--- src/rtl/mem_port_arbiter_pkg.sv ---
// Shared definitions for the SRAM port arbiter: state encoding,
// stall vector bit indices, stall masks and default timing.
package mem_port_arbiter_pkg;

    localparam int STALL_PC  = 0;
    localparam int STALL_IF  = 1;
    localparam int STALL_ID  = 2;
    localparam int STALL_EX  = 3;
    localparam int STALL_MEM = 4;
    localparam int STALL_WB  = 5;
    localparam int STALL_W   = STALL_WB + 1;

    localparam int WAIT_CYCLES_DEF = 2;
    localparam int CNT_W_DEF       = 4;

    typedef enum logic [1:0] {
        ST_IDLE    = 2'd0,
        ST_MEM_ACC = 2'd1,
        ST_IF_ACC  = 2'd2,
        ST_RESP    = 2'd3
    } arb_state_e;

    // Mask freezing every stage from the PC up to and including 'top'.
    function automatic logic [STALL_W-1:0] stall_upto(input int top);
        logic [STALL_W-1:0] m;
        m = '0;
        for (int i = 0; i < STALL_W; i++) begin
            if (i <= top) m[i] = 1'b1;
        end
        return m;
    endfunction

    localparam logic [STALL_W-1:0] STALL_MASK_MEM = stall_upto(STALL_MEM);
    localparam logic [STALL_W-1:0] STALL_MASK_ID  = stall_upto(STALL_ID);
    localparam logic [STALL_W-1:0] STALL_MASK_IF  = stall_upto(STALL_IF);

endpackage

--- src/rtl/mem_port_arbiter_wait_counter.sv ---
// Wait-state counter: start loads 0 and runs, clear stops it.
// Ports: start, clear, last (terminal count), done (count == last).
module wait_counter #(
    parameter int CNT_W = 4
) (
    input  logic             clk,
    input  logic             rst,
    input  logic             start,
    input  logic             clear,
    input  logic [CNT_W-1:0] last,
    output logic             done
);

    logic             run_q, run_d;
    logic [CNT_W-1:0] cnt_q, cnt_d;

    assign done = run_q && (cnt_q == last);

    always_comb begin
        run_d = run_q;
        cnt_d = cnt_q;
        if (clear) begin
            run_d = 1'b0;
            cnt_d = '0;
        end else if (start) begin
            run_d = 1'b1;
            cnt_d = '0;
        end else if (run_q) begin
            if (done) begin
                run_d = 1'b0;
                cnt_d = '0;
            end else begin
                cnt_d = cnt_q + 1'b1;
            end
        end
    end

    always_ff @(posedge clk) begin
        if (!rst) begin
            run_q <= 1'b0;
            cnt_q <= '0;
        end else begin
            run_q <= run_d;
            cnt_q <= cnt_d;
        end
    end

endmodule

--- src/rtl/mem_port_arbiter.sv ---
// Arbitrates the single SRAM port between IF and MEM (MEM first),
// runs fixed wait states, registers acks/rdata, drives stall_o.
module mem_port_arbiter
    import mem_port_arbiter_pkg::*;
#(
    parameter int WAIT_CYCLES = WAIT_CYCLES_DEF,
    parameter int CNT_W       = CNT_W_DEF
) (
    input  logic               clk,
    input  logic               rst,
    input  logic               if_req,
    input  logic [31:0]        if_addr,
    output logic [31:0]        if_rdata,
    output logic               if_ack,
    input  logic               mem_req,
    input  logic               mem_we,
    input  logic [31:0]        mem_addr,
    input  logic [31:0]        mem_wdata,
    output logic [31:0]        mem_rdata,
    output logic               mem_ack,
    input  logic               flush_i,
    input  logic               stallreq_id,
    output logic [STALL_W-1:0] stall_o,
    output logic               bus_ce,
    output logic               bus_we,
    output logic [31:0]        bus_addr,
    output logic [31:0]        bus_wdata,
    input  logic [31:0]        bus_rdata
);

    localparam logic [CNT_W-1:0] LAST = CNT_W'(WAIT_CYCLES - 1);

    arb_state_e  state_q, state_d;
    logic        bus_ce_q, bus_ce_d;
    logic        bus_we_q, bus_we_d;
    logic [31:0] bus_addr_q, bus_addr_d;
    logic [31:0] bus_wdata_q, bus_wdata_d;
    logic [31:0] if_rdata_q, if_rdata_d;
    logic [31:0] mem_rdata_q, mem_rdata_d;
    logic        if_ack_q, if_ack_d;
    logic        mem_ack_q, mem_ack_d;
    logic        cnt_start, cnt_clear, cnt_done;

    wait_counter #(
        .CNT_W (CNT_W)
    ) u_wait (
        .clk   (clk),
        .rst   (rst),
        .start (cnt_start),
        .clear (cnt_clear),
        .last  (LAST),
        .done  (cnt_done)
    );

    always_comb begin
        state_d     = state_q;
        bus_ce_d    = bus_ce_q;
        bus_we_d    = bus_we_q;
        bus_addr_d  = bus_addr_q;
        bus_wdata_d = bus_wdata_q;
        if_rdata_d  = if_rdata_q;
        mem_rdata_d = mem_rdata_q;
        if_ack_d    = 1'b0;
        mem_ack_d   = 1'b0;
        cnt_start   = 1'b0;
        cnt_clear   = 1'b0;
        unique case (state_q)
            ST_IDLE: begin
                if (mem_req) begin
                    state_d     = ST_MEM_ACC;
                    bus_ce_d    = 1'b1;
                    bus_we_d    = mem_we;
                    bus_addr_d  = mem_addr;
                    bus_wdata_d = mem_wdata;
                    cnt_start   = 1'b1;
                end else if (if_req && !flush_i) begin
                    state_d    = ST_IF_ACC;
                    bus_ce_d   = 1'b1;
                    bus_we_d   = 1'b0;
                    bus_addr_d = if_addr;
                    cnt_start  = 1'b1;
                end
            end
            ST_MEM_ACC: begin
                if (cnt_done) begin
                    state_d   = ST_RESP;
                    bus_ce_d  = 1'b0;
                    bus_we_d  = 1'b0;
                    mem_ack_d = 1'b1;
                    if (!bus_we_q) mem_rdata_d = bus_rdata;
                end
            end
            ST_IF_ACC: begin
                // A redirect wins over a fetch finishing on this edge.
                if (flush_i) begin
                    state_d   = ST_IDLE;
                    bus_ce_d  = 1'b0;
                    cnt_clear = 1'b1;
                end else if (cnt_done) begin
                    state_d    = ST_RESP;
                    bus_ce_d   = 1'b0;
                    if_ack_d   = 1'b1;
                    if_rdata_d = bus_rdata;
                end
            end
            ST_RESP: begin
                state_d = ST_IDLE;
            end
            default: begin
                state_d = ST_IDLE;
            end
        endcase
    end

    always_ff @(posedge clk) begin
        if (!rst) begin
            state_q     <= ST_IDLE;
            bus_ce_q    <= 1'b0;
            bus_we_q    <= 1'b0;
            bus_addr_q  <= '0;
            bus_wdata_q <= '0;
            if_rdata_q  <= '0;
            mem_rdata_q <= '0;
            if_ack_q    <= 1'b0;
            mem_ack_q   <= 1'b0;
        end else begin
            state_q     <= state_d;
            bus_ce_q    <= bus_ce_d;
            bus_we_q    <= bus_we_d;
            bus_addr_q  <= bus_addr_d;
            bus_wdata_q <= bus_wdata_d;
            if_rdata_q  <= if_rdata_d;
            mem_rdata_q <= mem_rdata_d;
            if_ack_q    <= if_ack_d;
            mem_ack_q   <= mem_ack_d;
        end
    end

    // Ack cycle drops the requester's own term so the pipeline advances.
    always_comb begin
        stall_o = '0;
        if (mem_req && !mem_ack_q) stall_o = stall_o | STALL_MASK_MEM;
        if (stallreq_id)           stall_o = stall_o | STALL_MASK_ID;
        if (if_req && !if_ack_q && !flush_i)
            stall_o = stall_o | STALL_MASK_IF;
    end

    assign bus_ce    = bus_ce_q;
    assign bus_we    = bus_we_q;
    assign bus_addr  = bus_addr_q;
    assign bus_wdata = bus_wdata_q;
    assign if_rdata  = if_rdata_q;
    assign mem_rdata = mem_rdata_q;
    assign if_ack    = if_ack_q;
    assign mem_ack   = mem_ack_q;

endmodule

--- config.mk ---
export PLATFORM = sky130hd
export DESIGN_NAME = mem_port_arbiter
export DESIGN_NICKNAME = d
export VERILOG_FILES = /design/src/rtl/mem_port_arbiter_pkg.sv /design/src/rtl/mem_port_arbiter_wait_counter.sv /design/src/rtl/mem_port_arbiter.sv
export SDC_FILE = /design/constraint.sdc
export NUM_CORES = 1
export LEC_CHECK = 0
export CAP_MARGIN = 20
export CORE_ASPECT_RATIO = 0.75
export CORE_MARGIN = 2
export CORE_UTILIZATION = 37
export DETAILED_ROUTE_END_ITERATION = 7
export GPL_TIMING_DRIVEN = 0
export PLACE_DENSITY = 0.77
export SLEW_MARGIN = 20
export SYNTH_ARGS = -nofsm -noshare
export SYNTH_HDL_FRONTEND = slang
export SYNTH_HIERARCHICAL = 1
export SYNTH_SLANG_ARGS = --single-unit
--- constraint.sdc ---
create_clock -name clk -period 2.07 [get_ports clk]
set_input_delay 0.621 -clock clk [delete_from_list [all_inputs] [get_ports clk]]
set_output_delay 0.621 -clock clk [all_outputs]
set_load 0.1 [all_outputs]
==> metrics.yaml, run 1 <==
outcome:
  outcome: "complete, but fails checks"
  violations: "negative setup slack"
clock_tree:
  numClockSinks: 139
  h-tree-depth: 4
  cts-root-buf: "clkbuf_16"
  clk_pin_slew_ps: 60
  cts_buffer_depth: 2
  clk_latency_ps: 410
  cts_made_buffers: 17
  cts_tree: "yes"
critical_path:
  worstSetupPathType: "in -> out"
  cp_common_cell: "buf_12"
  cp_max_fo: 3
  start_kind: "input port"
  slowest_stage: "or2_4"
  worstPathRequired_ps: 1450
  end_kind: "primary output"
  r2r_cells: 8
  rr_endpoint: "mem_rdata[8]"
  r2r_slack_ps: 60
  slowest_delay_ps: 220
  cp_data_arrival_time_ps: 1550
  r2r-start: "u_wait/cnt_q[1]"
  cp_cell_sequence: "buf_12, nor2b_4, or2_4, o21bai_4, buf_12, buf_16"
routing:
  drc: 0
  drtAntennaViolNets: 0
  drt_iter0_drc: 250
  via_per_inst: 4.702
  wl_um: 18160
  vias: 5657
  wl_per_cell_um: 15.10
  drtPass1Iterations: 5
synthesis:
  netlist_instances: 684
  syn_area_um2: 5718
  synth_mux_area_share_pct: 12.08
  synthTopCellsByArea: "dfxtp_1, nand2_1, a21oi_1"
  ys_seq_elements: 139
  synth_fa_ha_area_share_pct: 1.094
  synth_top_area_share_pct: 48.67
  yosys.area_share.simple_pct: 20.88
  synth_xor_xnor_area_share_pct: 0.7659
  yosysSeqAreaShare_pct: 48.67
  synth_compound_area_share_pct: 11.12
  syn_area_per_cell_um2: 8.360
  synth_cell_types: 41
  synth_warnings: 6
  synth_top_family_by_area: "simple AND/OR/NAND/NOR gates"
  synth_top_cell_by_area: "dfxtp_1"
cells_and_area:
  syn2layout_area_growth_pct: 70.31
  final_cell_mix: "nand2_1, dfxtp_1, clkdlybuf4s15_2"
  layout.nets: 1126
  num_antenna_cells: 0
  final_layout_size_suffix_gt1_share_pct: 26.45
  final_common_cell: "nand2_1"
sta:
  fmax_mhz: 461.6
  finalClockSkew_ps: 8.765
  max_slew_margin_pct: 61.12
  hold_slack_ps: 452.1
  rsz0062_at_grt: "yes"
  period_minus_slack_ps: 2166
  worst_slew_pin_slew_ps: 585.9
  finalCritPeriodShare_pct: 104.6
  drv_slew: 0
  setup_ws_ps: -96.23
  hold_violations: 0
  setup-violations-final: 2
power:
  pwr-share-comb_pct: 33.1
  switching_share_pct: 37.09
  totalPowerFinal_w: 0.009417
  power_frac_seq_pct: 32.1
  clockPowerShare_pct: 34.8
  p_leak_nw: 3.698
  power.density_nw_per_um2: 967.0
  p_sw_w: 0.003492
  worst_ir_drop_vdd_uv: 684.2
  internal_power_w: 0.005924
worst_hold_path:
  holdCritPathClass: "reg -> reg"
  min_to: "if_rdata[31]"
  holdPathStages: 2
  hold_start: "if_rdata[31]"
floorplanning:
  die_area_um2: 16470
  die_h_um: 111.7
  core_um2: 15180
  start_util_pct: 37.68
  std_cell_rows: 39
  die_x_um: 147.5
  num_io_pins: 273
global_route:
  grt_pass1_wl_um: 28690
  grt.total_usage_pct: 22.10
  grt_overflow_total: 0
  grt_pass1_vias: 5654
  antenna_found_initial: 0
  grt_max_degree: 17
placed_design:
  dp_worst_setup_slack_ps: -1419
  io_buffers: 270
  dpl.hpwl_um: 13420
  gp_congestion: 0.8495
job:
  maxCapViolCount: 0
==> metal layers <==
layer	up-vias	track usage [%]	part of all wire, %
met4	0	6.923	1.4
li1	2847	-	-
met3	19	8.525	9.1
met5	-	0	0
met2	225	36.19	46
met1	2566	26.89	43
==> cells in the mapped netlist (all sizes together) <==
cell       n
a2111oi    1
a211oi     2
a21oi     99
a221oi     1
and2       3
and3       1
and3b      2
buf       37
clkbuf    16
conb       2
dfxtp    139
ha         5
inv        6
mux2      32
mux2i     33
nand2    263
nand2b     2
nand3      2
nand3b     5
nand4      2
nor2       2
nor2b      5
nor3b      1
nor4       1
o21a       1
o21ai      4
o21bai     1
o22ai      2
o311ai     2
o31ai      1
o41ai      2
or2        2
or2b       1
or4b       1
xor2       5
==> timing repair <==
action                     in CTS  in global routing
pin swaps                       3                  2
setup buffers                   3                  6
resized for setup             453                 26
gates cloned                    0                  1
setup endpoints to repair     207                 65
hold buffers                    0                  0
==> area by class of cell <==
class | count | area (um2)
well taps | 205 | 256.5
fillers | 1261 | 5438
inverters | 6 | 22.52
repair buffers | 280 | 2962
clock buffers | 21 | 470.5
flip-flops and latches | 139 | 2785
plain buffers | 53 | 377.9
multi-input cells | 489 | 2701
clock inverters | 10 | 162.7
==> through the flow <==
step           instance area (um2)  utilization [%]  instances  setup TNS, ps
5_1_grt                       9738            64.17       1203         -450.2
2_1_floorplan                 5772                -        687          -2013
3_3_place_gp                  8731            57.53       1162         -26070
4_1_cts                       9620            63.39       1196         -104.6
3_5_place_dp                  8731            57.53       1162         -31720
6_report                      9738            64.17       1203         -187.6
==> sequential cells by signal, summed over array words and instances, names as in the netlist <==
register and flops:
if_ack 1, bus_addr 32, u_wait/cnt_q 4, mem_ack 1, state_q 2, u_wait/run_q 1, bus_ce 1, bus_we 1
if_rdata 32, mem_rdata 32, bus_wdata 32
==> how the worst max path moves through the flow <==
stage,start,slack (ps),endpoint,cells after the start
5_1_grt,mem_ack,-110,stall_o[1],5
6_report,mem_req,-100,stall_o[1],6
2_1_floorplan,mem_req,-900,stall_o[1],5
3_5_place_dp,flush_i,-1420,stall_o[1],5
4_1_cts,mem_req,-100,stall_o[1],6
3_3_place_gp,flush_i,-1410,stall_o[1],5
==> power groups by stage <==
stage | registers, W | clock network [W] | logic (W)
after floorplan | 0.00450 | 0 | 0.000840
after global placement | 0.00307 | 0 | 0.00313
after detailed placement | 0.00308 | 0 | 0.00314
after CTS | 0.00302 | 0.00335 | 0.00311
after global routing | 0.00305 | 0.00346 | 0.00327
final | 0.00302 | 0.00328 | 0.00312
==> critical path: cells and delay by family <==
family	cells	cell delay [ps]
simple gates	2	340
buf+inv	3	380
compound gates	1	190
==> logic make-up after synthesis <==
logic type,Yosys count
multiplexers,65
flip-flops,139
AO/OA/AOI/OAI,116
buffers and inverters,59
other,2
XOR/XNOR,5
AND/OR/NAND/NOR,293
adder cells (fa/ha/maj),5
Power figures use the tool's default switching activity.
==> run 2: changes to the inputs <==
--- a/config.mk
+++ b/config.mk
@@ -6,14 +6,16 @@
 export NUM_CORES = 1
 export LEC_CHECK = 0
 export CAP_MARGIN = 20
-export CORE_ASPECT_RATIO = 0.75
+export CORE_ASPECT_RATIO = 1.5
 export CORE_MARGIN = 2
 export CORE_UTILIZATION = 37
 export DETAILED_ROUTE_END_ITERATION = 7
 export GPL_TIMING_DRIVEN = 0
+export HOLD_SLACK_MARGIN = 0.15
 export PLACE_DENSITY = 0.77
 export SLEW_MARGIN = 20
 export SYNTH_ARGS = -nofsm -noshare
 export SYNTH_HDL_FRONTEND = slang
 export SYNTH_HIERARCHICAL = 1
 export SYNTH_SLANG_ARGS = --single-unit
+export TNS_END_PERCENT = 100
==> metrics.yaml, run 2 (same netlist as run 1, synthesis figures left out) <==
cells_and_area:
  fin_util_pct: 64.02  # -0.14 points
  layout.nets: 1125  # -0.089%
  num_antenna_cells: 0  # unchanged
  syn2layout_area_growth_pct: 69.52
  final_cell_mix: "nand2_1, dfxtp_1, clkdlybuf4s15_2"
  final_layout_size_suffix_gt1_share_pct: 26.78  # +0.33 points
  fillers: 1253  # -0.63%
  final_common_cell: "nand2_1"
  finalNonFillerCells: 1196  # -0.58%
placed_design:
  io_buffers: 270  # unchanged
  gp_congestion: 0.8295  # -2.4%
  dpl.hpwl_um: 13470  # +0.36%
  place_inst: 1156  # -0.52%
clock_tree:
  cts_made_buffers: 17  # unchanged
  h-tree-depth: 4  # unchanged
  clk_pin_slew_ps: 50  # about the same
  cts_tree: "yes"
  cts-root-buf: "clkbuf_16"
  clk_latency_ps: 420  # about the same
  cts_buffer_depth: 2  # unchanged
  ctsHoldBuffers: 0  # unchanged
  numClockSinks: 139  # unchanged
critical_path:
  rr_endpoint: "mem_rdata[14]"
  start_kind: "input port"
  cp_data_arrival_time_ps: 1570  # +20 ps
  end_kind: "primary output"
  worstPathRequired_ps: 1450  # about the same
  r2r-start: "u_wait/cnt_q[0]"
  cp_common_cell: "buf_12"
  path_buf_inv: 3  # unchanged
  slowest_delay_ps: 230  # about the same
  slowest_stage: "or2_4"
  cp_max_fo: 2  # -1
  r2r_slack_ps: 110  # +50 ps
  crit_family: "buffers and inverters"
  worstSetupPathType: "in -> out"
  cp_cell_sequence: "buf_12, nor2b_4, or2_4, o21bai_4, buf_12, buf_16"
  r2r_cells: 9  # +1
power:
  power.density_nw_per_um2: 953.8  # -1.4%
  p_leak_nw: 3.674  # -0.66%
  power_frac_seq_pct: 32.6  # +0.5 points
  clockPowerShare_pct: 33.4  # -1.4 points
  internal_power_w: 0.005728  # -3.3%
  worst_ir_drop_vdd_uv: 709.8  # +3.7%
  p_sw_w: 0.003517  # +0.72%
  pwr-share-comb_pct: 34.0  # +0.9 points
  switching_share_pct: 38.05  # +0.96 points
global_route:
  grt.total_usage_pct: 21.82  # -0.28 points
  grt_pass1_vias: 5743  # +1.6%
  grt_pass1_wl_um: 28610  # -0.26%
  grt_overflow_total: 0  # unchanged
  grt_max_degree: 17  # unchanged
  antenna_found_initial: 0  # unchanged
job:
  maxCapViolCount: 0  # unchanged
sta:
  setup_ws_ps: -118.3  # -22.02 ps
  final.setup.tns_ps: -122.5  # +65.12 ps
  hold_violations: 0  # unchanged
  fmax_mhz: 457.0  # -1.0%
  period_minus_slack_ps: 2188  # +22.02 ps
  finalCritPeriodShare_pct: 105.7  # +1.1 points
  max_slew_margin_pct: 60.37  # -0.75 points
  rsz0062_at_grt: "yes"
  drv_slew: 0  # unchanged
  worst_slew_pin_slew_ps: 597.2  # +11.27 ps
  setup-violations-final: 2  # unchanged
  finalClockSkew_ps: 12.10  # +3.332 ps
floorplanning:
  start_util_pct: 37.77  # +0.090 points
  die_x_um: 105.5  # -28%
  die_h_um: 156.3  # +40%
  core_um2: 15140  # -0.24%
  num_io_pins: 273  # unchanged
  std_cell_rows: 55  # +41%
  die_area_um2: 16480  # about the same
routing:
  via_per_inst: 4.749  # +0.99%
  drtAntennaViolNets: 0  # unchanged
  drc: 0  # unchanged
  drtPass1Iterations: 7  # +2
  vias: 5680  # +0.41%
  drt_iter0_drc: 167  # -33%
  wl_per_cell_um: 15.22  # +0.80%
  wl_um: 18200  # +0.21%
worst_hold_path:
  min_to: "if_rdata[6]"
  hold_start: "if_rdata[6]"
  holdPathStages: 2  # unchanged
  holdCritPathClass: "reg -> reg"
outcome:
  outcome: "complete, but fails checks"
  violations: "negative setup slack"
[run 2: per-stage QoR]
step                setup slack [ps]  power (W)  instance area, um2  hold WS, ps
floorplan                     -903.2   0.005337                5772        473.9
global placement               -1403   0.006189                8723        440.4
detailed placement             -1418   0.006211                8723        445.7
CTS                           -125.2   0.009268                9578        454.0
global route                  -138.0   0.009582                9693        468.0
finish                        -118.3   0.009245                9693        451.7
[run 2: power groups by stage]
stage	combinational (W)	clock, W	sequential, W
4_1_cts	0.00312	0.00313	0.00301
3_5_place_dp	0.00314	0	0.00307
6_report	0.00314	0.00308	0.00302
2_1_floorplan	0.000840	0	0.00450
5_1_grt	0.00329	0.00325	0.00305
3_3_place_gp	0.00313	0	0.00306
[run 2: worst min-delay path, delay by kind of cell, from the launching register on]
family / cells / cell delay [ps]
AND/OR/NAND/NOR: 1 / 50
flip-flops: 1 / 310
AO/OA/AOI/OAI: 1 / 50
[run 2: layout make-up]
cell class | instances | area (um2) | area share [%]
Sequential cell | 139 | 2789 | 28.77
Buffer | 53 | 365.4 | 3.769
Tap cell | 199 | 249.0 | 2.569
Inverter | 6 | 22.52 | 0.2323
Clock buffer | 18 | 429.2 | 4.428
Timing Repair Buffer | 279 | 2947 | 30.40
Clock inverter | 13 | 168.9 | 1.743
Multi-Input combinational cell | 489 | 2723 | 28.09
[run 2: worst max-delay path by stage]
stage | cells past startpoint | startpoint | slack, ps | endpoint
after global routing | 5 | mem_ack | -140 | stall_o[1]
after detailed placement | 5 | flush_i | -1420 | stall_o[1]
after floorplan | 5 | mem_req | -900 | stall_o[1]
final | 6 | mem_req | -120 | stall_o[1]
after CTS | 6 | mem_req | -130 | stall_o[1]
after global placement | 5 | flush_i | -1400 | stall_o[1]
[run 2: routing by layer]
metal	vias to the layer above	global-route usage, %	part of all wire, %
li1	2839	-	-
met1	2567	22.73	37
met2	245	41.20	54
met3	29	6.747	6.7
met4	0	7.143	2.1
met5	-	0	0
[run 2: repair_timing]
item                       4_1_cts  5_1_grt
resized for setup              451       35
setup endpoints to repair      203       68
pin swaps                        3        3
gates cloned                     0        0
buffers inserted                 4        5
hold endpoints to repair         0        0
